### src/rtl/cam_capture.sv
// OV7670 capture front end: drives xclk, pairs RGB565 bytes, converts to grayscale,
// decimates the frame and writes retained pixels into the VGA frame memory.
module cam_capture #(
  parameter int unsigned XCLK_DIV = 4,
  parameter int unsigned IMG_W    = 640,
  parameter int unsigned IMG_H    = 480,
  parameter int unsigned OUT_W    = 16,
  parameter int unsigned OUT_H    = 16,
  parameter int unsigned XDIV     = 40,
  parameter int unsigned YDIV     = 30
) (
  input  logic                               clk,
  input  logic                               reset,
  input  logic                               enable,
  input  logic                               pclk,
  input  logic                               href,
  input  logic                               vref,
  input  logic [7:0]                         digital,
  output logic                               xclk,
  output logic                               we,
  output logic [$clog2(OUT_W*OUT_H)-1:0]     waddr,
  output logic [7:0]                         wdata,
  output logic                               frame_done,
  output logic [7:0]                         frame_count
);

  localparam int unsigned AW   = $clog2(OUT_W*OUT_H);
  localparam int unsigned HALF = XCLK_DIV / 2;
  localparam int unsigned DW   = (HALF > 1) ? $clog2(HALF) : 1;
  localparam int unsigned XW   = (XDIV > 1) ? $clog2(XDIV) : 1;
  localparam int unsigned YW   = (YDIV > 1) ? $clog2(YDIV) : 1;
  localparam int unsigned CW   = $clog2(OUT_W + 1);
  localparam int unsigned RW   = $clog2(OUT_H + 1);

  if (XCLK_DIV < 4 || (XCLK_DIV % 2) != 0) begin : g_bad_xclk_div
    $error("cam_capture: XCLK_DIV must be even and >= 4");
  end
  if (OUT_W*XDIV > IMG_W || OUT_H*YDIV > IMG_H) begin : g_bad_decimation
    $error("cam_capture: decimated grid exceeds source image");
  end

  typedef enum logic [1:0] {WAIT_VS, VBLANK, ACTIVE} state_t;

  state_t          state, state_n;
  logic [DW-1:0]   div_cnt;
  logic [2:0]      pclk_q, href_q, vref_q;
  logic [7:0]      dig_q1, dig_q2;
  logic            byte_ph;
  logic [7:0]      hi_byte;
  logic [XW-1:0]   xph;
  logic [YW-1:0]   yph;
  logic [CW-1:0]   out_col;
  logic [RW-1:0]   out_row;

  logic pe_c, href_fall_c, vref_rise_c, vref_fall_c;
  logic frame_start_c, frame_end_c, pair_en_c, line_end_c, keep_c;
  logic [7:0]    r8_c, g8_c, b8_c;
  logic [9:0]    sum_c;
  logic [AW-1:0] addr_c;

  // xclk divider, free running
  always_ff @(posedge clk) begin
    if (reset) begin
      div_cnt <= '0;
      xclk    <= 1'b0;
    end else if (div_cnt == DW'(HALF - 1)) begin
      div_cnt <= '0;
      xclk    <= ~xclk;
    end else begin
      div_cnt <= div_cnt + 1'b1;
    end
  end

  // Camera bus synchronizers; data delayed to stay aligned with pclk stage 2
  always_ff @(posedge clk) begin
    if (reset) begin
      pclk_q <= '0;
      href_q <= '0;
      vref_q <= '0;
      dig_q1 <= '0;
      dig_q2 <= '0;
    end else begin
      pclk_q <= {pclk_q[1:0], pclk};
      href_q <= {href_q[1:0], href};
      vref_q <= {vref_q[1:0], vref};
      dig_q1 <= digital;
      dig_q2 <= dig_q1;
    end
  end

  assign pe_c        =  pclk_q[1] & ~pclk_q[2];
  assign href_fall_c = ~href_q[1] &  href_q[2];
  assign vref_rise_c =  vref_q[1] & ~vref_q[2];
  assign vref_fall_c = ~vref_q[1] &  vref_q[2];

  always_ff @(posedge clk) begin
    if (reset) state <= WAIT_VS;
    else       state <= state_n;
  end

  always_comb begin
    state_n       = state;
    frame_start_c = 1'b0;
    frame_end_c   = 1'b0;
    unique case (state)
      WAIT_VS: if (vref_rise_c) state_n = VBLANK;
      VBLANK: begin
        if (vref_fall_c && enable) begin
          state_n       = ACTIVE;
          frame_start_c = 1'b1;
        end
      end
      ACTIVE: begin
        if (vref_rise_c) begin
          state_n     = VBLANK;
          frame_end_c = 1'b1;
        end
      end
      default: state_n = WAIT_VS;
    endcase
  end

  // vref rise outranks a coincident pixel edge
  assign pair_en_c  = (state == ACTIVE) && !vref_rise_c && href_q[1] && pe_c;
  assign line_end_c = (state == ACTIVE) && href_fall_c;

  assign r8_c   = {hi_byte[7:3], hi_byte[7:5]};
  assign g8_c   = {hi_byte[2:0], dig_q2[7:5], hi_byte[2:1]};
  assign b8_c   = {dig_q2[4:0], dig_q2[4:2]};
  assign sum_c  = 10'(r8_c) + 10'({g8_c, 1'b0}) + 10'(b8_c);
  assign keep_c = (xph == '0) && (yph == '0) &&
                  (out_col < CW'(OUT_W)) && (out_row < RW'(OUT_H));
  assign addr_c = AW'(32'(out_row) * OUT_W + 32'(out_col));

  // Byte pairing, decimation counters and frame-memory write port
  always_ff @(posedge clk) begin
    if (reset) begin
      byte_ph     <= 1'b0;
      hi_byte     <= '0;
      xph         <= '0;
      yph         <= '0;
      out_col     <= '0;
      out_row     <= '0;
      we          <= 1'b0;
      waddr       <= '0;
      wdata       <= '0;
      frame_done  <= 1'b0;
      frame_count <= '0;
    end else begin
      we         <= 1'b0;
      frame_done <= 1'b0;
      if (frame_start_c) begin
        byte_ph <= 1'b0;
        xph     <= '0;
        yph     <= '0;
        out_col <= '0;
        out_row <= '0;
      end else if (frame_end_c) begin
        frame_done  <= 1'b1;
        frame_count <= frame_count + 8'd1;
      end else if (line_end_c) begin
        byte_ph <= 1'b0;
        xph     <= '0;
        out_col <= '0;
        if (yph == YW'(YDIV - 1)) begin
          yph <= '0;
          if (out_row < RW'(OUT_H)) out_row <= out_row + 1'b1;
        end else begin
          yph <= yph + 1'b1;
        end
      end else if (pair_en_c) begin
        if (!byte_ph) begin
          hi_byte <= dig_q2;
          byte_ph <= 1'b1;
        end else begin
          byte_ph <= 1'b0;
          if (keep_c) begin
            we    <= 1'b1;
            waddr <= addr_c;
            wdata <= sum_c[9:2];
          end
          if (xph == XW'(XDIV - 1)) begin
            xph <= '0;
            if (out_col < CW'(OUT_W)) out_col <= out_col + 1'b1;
          end else begin
            xph <= xph + 1'b1;
          end
        end
      end
    end
  end

endmodule
### config.mk
export PLATFORM = sky130hd
export DESIGN_NAME = cam_capture
export DESIGN_NICKNAME = d
export VERILOG_FILES = /design/src/rtl/cam_capture.sv
export SDC_FILE = /design/constraint.sdc
export NUM_CORES = 1
export LEC_CHECK = 0
export CAP_MARGIN = 20
export CORE_ASPECT_RATIO = 1.4
export CORE_MARGIN = 2
export CORE_UTILIZATION = 35
export CTS_BUF_LIST = sky130_fd_sc_hd__clkbuf_2
export DETAILED_ROUTE_END_ITERATION = 16
export MAX_ROUTING_LAYER = met4
export SLEW_MARGIN = 20
export SYNTH_ARGS = -nofsm -noshare
export SYNTH_HDL_FRONTEND = slang
export SYNTH_SLANG_ARGS = --single-unit
### constraint.sdc
create_clock -name clk -period 3.5 [get_ports clk]
set_clock_uncertainty 0.15 [all_clocks]
set_input_delay 0.7 -clock clk [delete_from_list [all_inputs] [get_ports clk]]
set_output_delay 0.7 -clock clk [all_outputs]
set_load 0.05 [all_outputs]
==> results of run 1 <==
==> synth_stat cells, drive strengths merged, types with 2 or more instances <==
| cell | count | area (µm²) |
|---|---|---|
| nand4 | 7 | 43.8 |
| nand3 | 14 | 75.1 |
| nor2 | 46 | 175 |
| nand2b | 4 | 25.0 |
| xnor2 | 9 | 78.8 |
| or4 | 3 | 26.3 |
| mux2i | 9 | 90.1 |
| a21oi | 23 | 115 |
| inv | 12 | 45.0 |
| and4 | 4 | 35.0 |
| ha | 17 | 213 |
| nand2 | 37 | 139 |
| o21ai | 12 | 60.1 |
| and3 | 4 | 25.0 |
| dfxtp | 85 | 1700 |
| nand3b | 3 | 22.5 |
| buf | 3 | 20.0 |
| a21o | 3 | 22.5 |
| clkbuf | 10 | 37.5 |
| nor4 | 3 | 33.8 |
| or2 | 2 | 12.5 |
| nor3 | 5 | 30.0 |
| nor2b | 30 | 188 |
| a31oi | 3 | 18.8 |
| o2111ai | 2 | 17.5 |
| xor2 | 15 | 131 |
| fa | 8 | 160 |
==> routing by layer <==
layer,track usage,up-vias,wire (µm)
met5,-,-,0
met4,0.0642,0,125
met3,0.0317,9,220
met2,0.211,46,3430
met1,0.150,1257,3110
li1,-,1414,-
==> final cells by class <==
| class | instances | share of cell area |
|---|---|---|
| well taps | 138 | 0.0392 |
| diodes | 1 | 0.000569 |
| inverters | 12 | 0.0102 |
| clock buffers | 11 | 0.0125 |
| repair buffers | 44 | 0.0967 |
| multi-input cells | 281 | 0.437 |
| flip-flops and latches | 85 | 0.387 |
| clock inverters | 5 | 0.0171 |
==> power breakdown <==
group,internal (mW),switching (mW)
sequential,0.985,0.00893
clock,0.238,0.318
combinational,0.0346,0.0370
==> worst max-delay path by stage <==
stage / slack [ns] / to / depth (start not counted) / from
after global routing: 0.42 / wdata[5] / 9 / dig_q2[3]
after CTS: 0.60 / wdata[5] / 9 / dig_q2[3]
final: 0.59 / wdata[5] / 9 / dig_q2[3]
after global placement: 0.77 / wdata[5] / 9 / dig_q2[3]
after detailed placement: 0.65 / wdata[5] / 9 / dig_q2[3]
after floorplan: 0.88 / wdata[5] / 9 / dig_q2[3]
==> kinds of logic (layout without fill, tap and decap cells) <==
group / Yosys count / after routing
xor gates and xnor gates: 24 / 24
and+or+nand+nor: 171 / 171
adders and majority gates: 25 / 25
muxes: 9 / 9
AOI/OAI and AO/OA: 52 / 52
buffers and inverters: 25 / 72
other: 0 / 1
DFF: 85 / 85
==> worst max-delay path: cells and delay by family, from the launching register on <==
family          cells  cell delay (ns)
simple gates        2             0.38
flops               1             0.42
fa+ha+maj           2             0.88
buf+inv             1             0.08
compound gates      4             0.95
==> metrics by stage <==
step / instance area, µm² / hold slack [ns] / setup slack [ns]
after floorplan: 3730 / 0.263 / 0.880
after CTS: 4400 / 0.311 / 0.601
after global placement: 4270 / 0.271 / 0.768
after detailed placement: 4270 / 0.273 / 0.651
after global routing: 4400 / 0.325 / 0.425
final: 4400 / 0.309 / 0.593
==> flip-flops by register name, summed over array words and instances (netlist names), 2 cells and up <==
signal	flops
dig_q1	8
dig_q2	8
frame_count	8
hi_byte	8
waddr	8
wdata	8
xph	6
out_col	5
out_row	5
yph	5
href_q	3
pclk_q	3
vref_q	3
state	2
==> results.cfg, run 1 <==
[sta]
fin_crit_ns = 2.91
tns_ns = 0
tightest_slew_ns = 0.964
setup_violations = 0
fmax_mhz = 344
slew_headroom = 0.355
final.period_utilization = 0.830
rsz0062_at_grt = no
finalHoldViolCount = 0
maxSlewViolCount = 0

[synth]
ys_ff_latch = 85
synthXorXnorAreaFrac = 0.0564
yosysWarnings = 0
async_reset_ff_frac = 0
synth_compound_area_frac = 0.0836
synth-simple-area-share = 0.252
muxShareOfSynthArea = 0.0242
synth_fa_ha_area_frac = 0.100
yosysSeqAreaShare = 0.457
syn_area_per_cell_um2 = 9.53
dominantRegCellSynth = dfxtp_1
synth_top_family_by_area = simple AND/OR/NAND/NOR gates
synth_cells = 391
synth_edf_count = 0
syn_area_um2 = 3730
yosysUniqueCellTypes = 53
synth_nets = 430

[clocking]
cts_root_buffer = clkbuf_2
htreeDepth = 3
cts_made_buffers = 9
ctsResizeCount = 0
clock_latency_ns = 0.52
cts_hold_buf = 0
cts_setup_buffers = 0
clk_path_buf_depth = 2
clk_pin_slew_ns = 0.21
cts_sinks = 85
tritoncts = built

[detailed_routing]
wl_per_cell_um = 11.9
drc = 0
initialDrtViolationCount = 117
viasPerCell = 4.72
routed_wl_um = 6890
ant_nets = 0
vias = 2726
drtPass1Iterations = 4

[placed_design]
gp_congestion = 0.861
dp_hpwl_um = 5070
io_buffers = 40
placed_cells = 560

[floorplanning]
rows = 44
core_um2 = 10300
io_pins = 41
fp.dieH_um = 126
die_w_um = 91.2
start_util = 0.360
die_area_um2 = 11500

[critical_path]
required_ns = 3.82
r2r_setup_slack_ns = 0.59
slowest_stage = a2111oi_0
r2r-start = dig_q2[3]
reg2reg_depth = 9
path_cells = inv_1, fa_1, nand3b_1, fa_1, nand2b_1, a21oi_1, o21ai_0, a2111oi_0, a311o_1
crit_fanout = 3
slowest_delay_ns = 0.47
cpMostUsedCell = fa_1
criticalPathCategory = reg -> reg
worst_setup_path_end_kind = flip-flop
crit_arrival_ns = 3.23
startpoint_type = flip-flop
r2r_end = wdata[5]

[worst_hold_path]
whs_path_depth = 1
hold_path.startpoint = dig_q1[4]
min_to = dig_q2[4]
hold_path.class = reg -> reg

[global_routing]
grt_use_total = 0.130
grt_pass1_vias = 2580
antenna_found_initial = 1
grt_pass1_wl_um = 11800
grt_max_degree = 47
grt.overflow.total = 0

[power]
p_per_area_nw_per_um2 = 368
finalPower_mw = 1.62
vdd_drop_max_uv = 122
p_leak_nw = 1.67

[finish]
area_delta_synth_final_pct = 18.1
multi_input_area_um2 = 1920
final_cell_count_no_fill = 577
fillers = 1089
fin_nets = 472
layout_commonest_cell = dfxtp_1
regArea_um2 = 1700
layout_common_cells = 85 x dfxtp_1, 45 x nor2_1, 39 x clkdlybuf4s50_1
drive_gt1_frac = 0.0662
utilization = 0.425

[run]
drv_cap = 0

[run_status]
status = completed
Power figures use the tool's default switching activity.
==> run 2, diff against run 1 <==
==> constraint.sdc (replaced) <==
create_clock -name clk -period 2.8 [get_ports clk]
set_clock_uncertainty 0.15 [all_clocks]
set_input_delay 0.56 -clock clk [delete_from_list [all_inputs] [get_ports clk]]
set_output_delay 0.56 -clock clk [all_outputs]
set_load 0.05 [all_outputs]
==> results.cfg, run 2 (synthesis gave the netlist of run 1 again) <==
[run_status]
status = completed

[placed_design]
io_buffers = 40
dp_hpwl_um = 5180
place_ws_ns = -0.0658
gp_congestion = 0.838

[floorplanning]
core_um2 = 10300
start_util = 0.360
rows = 44
die_area_um2 = 11500
fp.dieH_um = 126
die_w_um = 91.2
io_pins = 41

[critical_path]
crit_family = adder cells
slowest_stage = fa_1
worst_setup_path_end_kind = flip-flop
path_cells = inv_1, fa_1, nand3b_1, fa_2, nand2b_1, a21oi_2, o21ai_2, and4_1, a311o_1
r2r-start = hi_byte[1]
slowest_delay_ns = 0.43
worst-path-buf-inv = 1
reg2reg_depth = 9
criticalPathCategory = reg -> reg
crit_arrival_ns = 2.94
required_ns = 3.09
r2r_end = wdata[5]
r2r_setup_slack_ns = 0.15
startpoint_type = flip-flop
crit_fanout = 3
worstSetupStartpoint = hi_byte[1]

[finish]
fillers = 1061
utilization = 0.427
drive_gt1_frac = 0.0930
area_delta_synth_final_pct = 18.6
fin_nets = 475
layout_commonest_cell = dfxtp_1
multi_input_area_um2 = 1940
regArea_um2 = 1710
layout_common_cells = 81 x dfxtp_1, 45 x nor2_1, 39 x clkdlybuf4s50_1

[detailed_routing]
ant_nets = 0
initialDrtViolationCount = 87
vias = 2758
drtPass1Iterations = 4
routed_wl_um = 7090
viasPerCell = 4.76
wl_per_cell_um = 12.2
drc = 0

[global_routing]
grt_max_degree = 45
grt_use_total = 0.138
grt.overflow.total = 0
antenna_found_initial = 1
grt_pass1_wl_um = 12500
grt_pass1_vias = 2773

[power]
vdd_drop_max_uv = 181
p_per_area_nw_per_um2 = 440
p_leak_nw = 1.68

[clocking]
cts_hold_buf = 0
tritoncts = built
clk_pin_slew_ns = 0.22
cts_sinks = 85
cts_made_buffers = 9
clock_latency_ns = 0.53
clk_path_buf_depth = 2
cts_root_buffer = clkbuf_2
htreeDepth = 3

[worst_hold_path]
min_to = hi_byte[5]
hold_path.startpoint = reset
whs_path_depth = 2
hold_path.class = in -> reg

[sta]
final.period_utilization = 0.947
layout_setup_ws_ns = 0.150
tightest_slew_ns = 0.623
setup_violations = 0
rsz0062_at_grt = no
slew_headroom = 0.585
fmax_mhz = 377
maxSlewViolCount = 0
fin_crit_ns = 2.65
finalHoldViolCount = 0

[run]
drv_cap = 0
[run 2: changes by cell type in the layout (fill, tap and decap cells not counted), sizes merged]
cell    change
clkinv      +1
bufinv      -1
buf         +3
[run 2: power breakdown]
part           switching (mW)  internal (mW)  total [mW]
clock network           0.401          0.208       0.609
registers              0.0104           1.23        1.24
logic                  0.0480         0.0440      0.0920
[run 2: timing repair]
action,4_1_cts,5_1_grt
hold endpoints to repair,0,0
setup endpoints to repair,1,1
gates resized for setup,3,7
setup buffers,0,1
pin swaps,1,2
[run 2: through the flow]
step | TNS [ns] | total power [mW] | instance area (µm²) | cells | hold slack, ns
floorplan | 0 | 1.32 | 3730 | 391 | 0.263
global placement | 0 | 1.36 | 4280 | 562 | 0.271
detailed placement | -0.0658 | 1.36 | 4280 | 562 | 0.271
CTS | 0 | 1.98 | 4390 | 578 | 0.213
global route | 0 | 2.04 | 4420 | 580 | 0.246
finish | 0 | 1.94 | 4420 | 580 | 0.277
[run 2: area by class of cell]
type,instances,area share
diodes,1,0.000566
clock buffers,11,0.0125
clock inverters,5,0.0116
well taps,138,0.0391
multi-input cells,281,0.439
inverters,12,0.0102
flip-flops and latches,85,0.386
repair buffers,47,0.101
[run 2: worst max path at each step]
stage                     to  cells after the start
finish              wdata[5]                      9
floorplan           wdata[5]                      9
global route        wdata[5]                      9
detailed placement  wdata[5]                      9
CTS                 wdata[5]                      9
global placement    wdata[5]                      9
[run 2: worst reg2reg max path: stages (launching register included)]
cell,delay [ns]
dfxtp_2,0.38
inv_1,0.05
fa_1,0.43
nand3b_1,0.21
fa_2,0.38
nand2b_1,0.18
a21oi_2,0.17
o21ai_2,0.09
and4_1,0.20
a311o_1,0.33
[run 2: routing by layer]
layer	vias up	wire [µm]	GRT usage
met5	-	0	-
met4	0	131	0.0633
met3	9	231	0.0305
met2	46	3630	0.240
met1	1278	3100	0.149
li1	1425	-	-
==> run 3, diff against run 2 <==
--- a/config.mk
+++ b/config.mk
@@ -9,7 +9,6 @@
 export CORE_ASPECT_RATIO = 1.4
 export CORE_MARGIN = 2
 export CORE_UTILIZATION = 35
-export CTS_BUF_LIST = sky130_fd_sc_hd__clkbuf_2
 export DETAILED_ROUTE_END_ITERATION = 16
 export MAX_ROUTING_LAYER = met4
 export SLEW_MARGIN = 20
==> results.cfg, run 3 (synthesis gave the netlist of run 1 again) <==
[detailed_routing]
routed_wl_um = 7160
ant_nets = 0
drtPass1Iterations = 4
initialDrtViolationCount = 95
highest_layer = met4
wl_per_cell_um = 12.4
vias = 2745
met3RoutedLength_um = 214
drc = 0
wl_met2_um = 3710
m1WireLength_um = 3120
viasPerCell = 4.75

[global_routing]
grt_pass1_vias = 2786
grt_pass1_wl_um = 12700
grt.overflow.total = 0
grt_use_total = 0.140
grt_max_degree = 45
antenna_found_initial = 0

[clocking]
cts_root_buffer = clkbuf_16
cts_sinks = 85
cts_made_buffers = 9
clk_path_buf_depth = 2
clock_latency_ns = 0.33
clk_pin_slew_ns = 0.06
htreeDepth = 3
cts_setup_buffers = 0
cts_hold_buf = 0
tritoncts = built

[critical_path]
slowest_stage = fa_1
r2r-start = dig_q2[3]
startpoint_type = flip-flop
worstSetupStartpoint = dig_q2[3]
crit_arrival_ns = 2.76
required_ns = 2.86
crit_fanout = 3
slowest_delay_ns = 0.46
worst_setup_path_end_kind = flip-flop
path_cells = inv_1, fa_1, nand3b_1, fa_2, nand2b_1, a21oi_2, o21ai_2, and4_1, a311o_1
criticalPathCategory = reg -> reg

[floorplanning]
io_pins = 41
die_w_um = 91.2
rows = 44
die_area_um2 = 11500
fp.dieH_um = 126
core_um2 = 10300
start_util = 0.360

[run_status]
status = completed

[sta]
maxSlewViolCount = 0
finalHoldViolCount = 0
final.period_utilization = 0.964
tightest_slew_ns = 0.623
layout_setup_ws_ns = 0.100
setup_violations = 0
rsz0062_at_grt = no
fin_crit_ns = 2.70
hold_ws_ns = 0.282
fmax_mhz = 370
slew_headroom = 0.584

[placed_design]
dp_hpwl_um = 5180
place_ws_ns = -0.0658
placed_area_um2 = 4280
io_buffers = 40
gp_congestion = 0.838

[finish]
drive_gt1_frac = 0.0841
area_delta_synth_final_pct = 23.3
utilization = 0.444
layout_common_cells = 83 x dfxtp_1, 45 x nor2_1, 39 x clkdlybuf4s50_1
fin_nets = 474
layout_commonest_cell = dfxtp_1
stdcell_area_um2 = 4600
num_antenna_cells = 0
fillers = 1045

[power]
finalPower_mw = 2.50
p_leak_nw = 1.75
vdd_drop_max_uv = 302
p_per_area_nw_per_um2 = 544

[worst_hold_path]
hold_path.startpoint = dig_q1[6]
hold_path.class = reg -> reg

[run]
drv_cap = 0
[run 3: per-stage QoR]
| step | TNS (ns) | std cells |
|---|---|---|
| floorplan | 0 | 391 |
| global placement | 0 | 562 |
| detailed placement | -0.0658 | 562 |
| CTS | 0 | 578 |
| global route | 0 | 578 |
| finish | 0 | 578 |
[run 3: worst max-delay path: cells and delay by family, from the launching register on]
kind | cells | cell delay [ns]
fa+ha+maj | 2 | 0.84
simple gates | 3 | 0.60
flops | 1 | 0.32
buf+inv | 1 | 0.07
compound gates | 3 | 0.59
[run 3: path summary, 6_finish.rpt]
check        slack (ns)  cells after the start         to
max                0.10                      9   wdata[5]
min reg2reg        0.28                      1  dig_q2[6]
max reg2reg        0.10                      9   wdata[5]
min                0.28                      1  dig_q2[6]
[run 3: report_power, final]
group / internal [mW] / leakage [nW] / switching (mW)
sequential: 1.23 / 0.691 / 0.0105
clock: 0.712 / 0.143 / 0.456
combinational: 0.0441 / 0.914 / 0.0483
total: 1.99 / 1.75 / 0.514
[run 3: area by class of cell]
type / instances / area (µm²) / area share
clock inverter: 4 / 47.5 / 0.0103
inverter: 12 / 45.0 / 0.00980
sequential: 85 / 1700 / 0.371
multi-input combinational: 281 / 1940 / 0.422
timing repair buffer: 46 / 440 / 0.0958
tap: 138 / 173 / 0.0376
clock buffer: 12 / 246 / 0.0536
[run 3: timing repair]
action,in CTS,in global routing
pin swaps,1,2
cloned,0,0
resized for setup,2,6
setup endpoints to repair,1,1
[run 3: layer usage]
| layer | track usage | vias to the layer above |
|---|---|---|
| li1 | - | 1419 |
| met1 | 0.150 | 1278 |
| met2 | 0.244 | 40 |
| met3 | 0.0305 | 8 |
| met4 | 0.0677 | 0 |
| met5 | - | - |
